### src/rtl/or_writeback.sv
// rtl/or_writeback.sv - drains the output SRAM into a 2-entry FIFO and streams the words to DRAM
module or_writeback #(
    parameter int SRAM_NUM = 8,
    parameter int ADDR_W   = 7
) (
    input  logic                     clk,
    input  logic                     rst_n,
    input  logic                     start,
    input  logic [ADDR_W:0]          len,
    output logic                     CEN_or,
    output logic [SRAM_NUM-1:0]      WEN_or,
    output logic [ADDR_W-1:0]        A_or,
    input  logic [SRAM_NUM*16-1:0]   Q_or,
    output logic [SRAM_NUM*16-1:0]   data_o_DRAM,
    output logic                     valid_o,
    input  logic                     ready_i,
    output logic                     last_o,
    output logic                     busy,
    output logic                     done
);

    localparam int DW = SRAM_NUM * 16;
    localparam logic [ADDR_W:0] ONE = {{ADDR_W{1'b0}}, 1'b1};

    typedef enum logic [1:0] {IDLE, READ, FLUSH, FIN} state_e;

    state_e          state_q, state_d;
    logic [ADDR_W:0] addr_q, addr_d;
    logic [ADDR_W:0] len_q, len_d;
    logic            inflight_q, inflight_last_q;
    logic [DW-1:0]   fifo_data_q [2];
    logic [1:0]      fifo_last_q;
    logic            wr_ptr_q, rd_ptr_q;
    logic [1:0]      count_q;

    logic            pop, push, issue, last_read, can_read, head_last;
    logic [2:0]      occ;

    assign valid_o   = (count_q != 2'd0);
    assign pop       = valid_o & ready_i;
    assign push      = inflight_q;
    assign head_last = fifo_last_q[rd_ptr_q];
    assign last_read = (addr_q == (len_q - ONE));

    // Words already buffered plus the one arriving next must leave room for a new read.
    assign occ       = {1'b0, count_q} + {2'b00, inflight_q};
    assign can_read  = pop ? (occ < 3'd3) : (occ < 3'd2);
    assign issue     = (state_q == READ) && can_read;

    assign WEN_or      = '1;
    assign data_o_DRAM = valid_o ? fifo_data_q[rd_ptr_q] : '0;
    assign last_o      = valid_o & head_last;

    always_ff @(posedge clk or negedge rst_n) begin
        if (!rst_n) begin
            state_q <= IDLE;
            addr_q  <= '0;
            len_q   <= '0;
        end else begin
            state_q <= state_d;
            addr_q  <= addr_d;
            len_q   <= len_d;
        end
    end

    always_comb begin
        state_d = state_q;
        addr_d  = addr_q;
        len_d   = len_q;
        case (state_q)
            IDLE: begin
                if (start) begin
                    len_d   = len;
                    addr_d  = '0;
                    state_d = (len == '0) ? FIN : READ;
                end
            end
            READ: begin
                if (issue) begin
                    addr_d = addr_q + ONE;
                    if (last_read) state_d = FLUSH;
                end
            end
            FLUSH: begin
                if (pop && head_last) state_d = FIN;
            end
            FIN:     state_d = IDLE;
            default: state_d = IDLE;
        endcase
    end

    always_comb begin
        CEN_or = ~issue;
        A_or   = addr_q[ADDR_W-1:0];
        busy   = (state_q == READ) || (state_q == FLUSH);
        done   = (state_q == FIN);
    end

    // Read data lands one cycle after the request; each entry carries its end-of-drain flag.
    always_ff @(posedge clk or negedge rst_n) begin
        if (!rst_n) begin
            inflight_q      <= 1'b0;
            inflight_last_q <= 1'b0;
            wr_ptr_q        <= 1'b0;
            rd_ptr_q        <= 1'b0;
            count_q         <= 2'd0;
            fifo_last_q     <= 2'b00;
            for (int i = 0; i < 2; i++) fifo_data_q[i] <= '0;
        end else begin
            inflight_q      <= issue;
            inflight_last_q <= issue & last_read;
            if (push) begin
                fifo_data_q[wr_ptr_q] <= Q_or;
                fifo_last_q[wr_ptr_q] <= inflight_last_q;
                wr_ptr_q              <= ~wr_ptr_q;
            end
            if (pop) rd_ptr_q <= ~rd_ptr_q;
            case ({push, pop})
                2'b10:   count_q <= count_q + 2'd1;
                2'b01:   count_q <= count_q - 2'd1;
                default: count_q <= count_q;
            endcase
        end
    end

endmodule

### config.mk
export PLATFORM = sky130hd
export DESIGN_NAME = or_writeback
export DESIGN_NICKNAME = d
export VERILOG_FILES = /design/src/rtl/or_writeback.sv
export SDC_FILE = /design/constraint.sdc
export NUM_CORES = 1
export LEC_CHECK = 0
export BUFFER_PORTS_ARGS = -buffer_cell sky130_fd_sc_hd__buf_2
export CAP_MARGIN = 20
export CORE_MARGIN = 4
export CORE_UTILIZATION = 52
export CTS_CLUSTER_SIZE = 25
export DETAILED_ROUTE_END_ITERATION = 7
export PLACE_DENSITY = 0.87
export RECOVER_POWER = 25
export SYNTH_ARGS = -nofsm -noshare
export SYNTH_HDL_FRONTEND = slang
export SYNTH_SLANG_ARGS = --single-unit
### constraint.sdc
create_clock -name clk -period 4.2 [get_ports clk]
set_input_delay 0.84 -clock clk [delete_from_list [all_inputs] [get_ports clk]]
set_output_delay 0.84 -clock clk [all_outputs]
set_load 0.01 [all_outputs]
==> flow_summary.ini <==
[drt]
routedWlPerCell_um = 17.6
post-route-drc-count = 0
ant_nets = 0
vias = 8658
via_per_inst = 5.37
dr.pass1.iters = 4
wirelength_um = 28400
drt_iter0_markers = 428

[final_layout]
nFillCells = 1842
final_nets = 1412
area_delta_synth_final_pct = 20.4
drive_gt1_share_pct = 47.7
final_area_um2 = 15700
final_cells = 1611

[sta]
period_share_pct = 78.2
worst_pin_slew_ps = 1010
finalHoldViolCount = 0
rsz0062_at_grt = no
maxSlewViolCount = 0
period_minus_slack_ps = 3280
setup_violations = 0
tns_ps = 0
clock.fmax_ghz = 0.304
finClkSkew_ps = 7.89
slew_headroom_pct = 32.2

[worst_setup_path]
critPathMaxStageDelay_ps = 510
crit_path_max_fanout = 7
path_class = flop to output pin
crit_family = flip-flops
worstPathCellList = ha_1 > inv_1 > ha_1 > a21oi_1 > mux2i_1 > nand2b_1 > buf_2
cp_slowest_cell = dfrtp_1
rrSetupSlack_ps = 1780
arrival_ps = 2440
r2r_cells = 9
rr_startpoint = count_q[0]
cp-end-kind = output pin
r2r_end = state_q[0]
cpMostUsedCell = ha_1
path_buf_inv = 2
startpoint_type = flop
cp.required_ps = 3360

[logic_synthesis]
synth_area_leaders = dfrtp_1 54%, mux2_2 23%, mux2i_1 10%
yosysUniqueCellTypes = 37
async_flop_share_pct = 100
synth_area_um2 = 13000
synthCells = 1001
synth_most_common_cell = dfrtp_1
netlist.area_leader.share_pct = 54.2
synth_seq_cells = 282
yosys_warnings = 0
ys_seq_area_share_pct = 54.2
yosys-top-cells-count = 282 x dfrtp_1, 267 x mux2_2, 146 x nor2_1
synth_ff_type = dfrtp_1
yosysTopAreaCell = dfrtp_1
syn_avg_cell_area_um2 = 13.0
synth-edff-count = 0

[die]
dieWidth_um = 166
start_util_pct = 53.2
io_pins = 288
fp-row-count = 57
fp.coreArea_um2 = 24500
die_y_um = 166
die_area_um2 = 27600

[clock_tree]
clock_sinks = 282
clkTransAtPathRegs_ps = 60
numCtsBuffers = 31
root_buffer = clkbuf_16
htreeDepth = 1
cts_tree = built
cts_repair_resize_count = 0
cts_buffer_depth = 3
postCtsSetupBuffers = 0
cts_hold_buf = 0
clk_latency_ps = 540

[global_routing]
grt_usage_pct = 20.0
grt_pass1_vias = 9355
grt.busiest_layer = met2
antenna_found_initial = 3
grtUsageMet3_pct = 4.48
grt_pass1_wl_um = 47000
grt-ovfl-total = 0
grtUsageMet1_pct = 25.0
grt_max_degree = 115
use_met2_pct = 34.8

[place]
dpl_cell_area_um2 = 14700
place_congestion = 0.818
dpl.hpwl_um = 18900
io_buffers = 279
placedCellCount = 1552

[pwr]
powerDensity_nw_per_um2 = 868
ir_drop_uv = 577
leakagePower_nw = 7.62

[job]
drv_cap = 0

[outcome]
outcome = complete, no violations

[worst_hold_path]
hold_path_class = input pin to asynchronous set/reset pin
==> registers in the layout, summed over array words and instances, names as in the netlist, 2 cells and up <==
register and flops:
addr_q 8, count_q 2, fifo_data_q 256, fifo_last_q 2
len_q 8, state_q 2
==> report_power, final <==
part,total (mW),internal (mW),leakage [nW],switching (mW)
Clock,2.58,1.54,0.487,1.04
Combinational,6.09,3.07,3.79,3.03
Sequential,4.95,4.09,3.34,0.854
Total,13.6,8.70,7.62,4.92
==> metrics by stage <==
step | setup slack (ps) | hold WS (ps) | power [mW] | util (%)
final | 915 | 367 | 13.6 | 64.1
after global routing | 759 | 442 | 14.6 | 64.1
after CTS | 890 | 391 | 13.8 | 64.1
after detailed placement | 1470 | 486 | 11.1 | 60.1
after global placement | 1530 | 482 | 10.8 | 60.1
after floorplan | 1820 | 461 | 9.01 | -
==> cell usage in the layout (no fill, tap or decap), types with 3 or more instances in the layout <==
cell       count
a21oi_1        3
diode_2        4
buf_4          9
nor4_1         4
mux2_2       266
and3_1         3
mux2i_1      132
o31ai_1        3
xor2_1         9
ha_1          11
clkinv_2       4
clkbuf_8       7
conb_1         8
clkbuf_16     31
nand4_1        4
nor2_1       144
buf_12         5
dfrtp_1      281
nand2_1        8
nand3_1        3
xnor2_1       11
inv_1         12
clkbuf_1      10
buf_2        278
o21ai_0        4
nor2b_1        4
==> how the worst max path moves through the flow <==
stage | start | end | cells after the start
after floorplan | ready_i | CEN_or | 3
after global routing | count_q[0] | CEN_or | 7
final | count_q[0] | CEN_or | 7
after CTS | count_q[0] | CEN_or | 7
after global placement | ready_i | CEN_or | 5
after detailed placement | ready_i | CEN_or | 5
==> logic make-up (layout without fill, tap and decap cells) <==
group | after synthesis | in the layout | synth area share (%)
xor gates and xnor gates | 20 | 20 | 1.35
other | 1 | 12 | 0.0288
DFF | 282 | 282 | 54.2
buffers and inverters | 86 | 361 | 3.14
adders and majority gates | 11 | 11 | 1.06
and+or+nand+nor | 183 | 183 | 5.89
muxes | 399 | 399 | 33.2
AOI/OAI and AO/OA | 19 | 19 | 1.11
==> worst reg2reg max path, stage by stage, from the launching register on <==
cell     delay [ps]
dfrtp_1         510
ha_1            240
inv_1            50
ha_1            260
a21oi_1         130
mux2i_1         200
nor2_1          200
nand3_1         100
o31ai_1         410
o32a_1          250
==> layout make-up <==
class	count	area (um^2)	area share (%)
flip-flops and latches	282	7060	45.0
multi-input cells	640	5600	35.7
repair buffers	294	1580	10.1
clock buffers	47	906	5.78
well taps	324	405	2.59
clock inverters	8	78.8	0.503
inverters	12	45.0	0.287
diodes	4	10.0	0.0638
==> per-layer routing <==
metal	vias up	share of wire [%]
met1	4365	41
met5	-	0
li1	3979	-
met3	56	6.1
met4	0	2.8
met2	258	50
(Power assumes the default switching activity.)
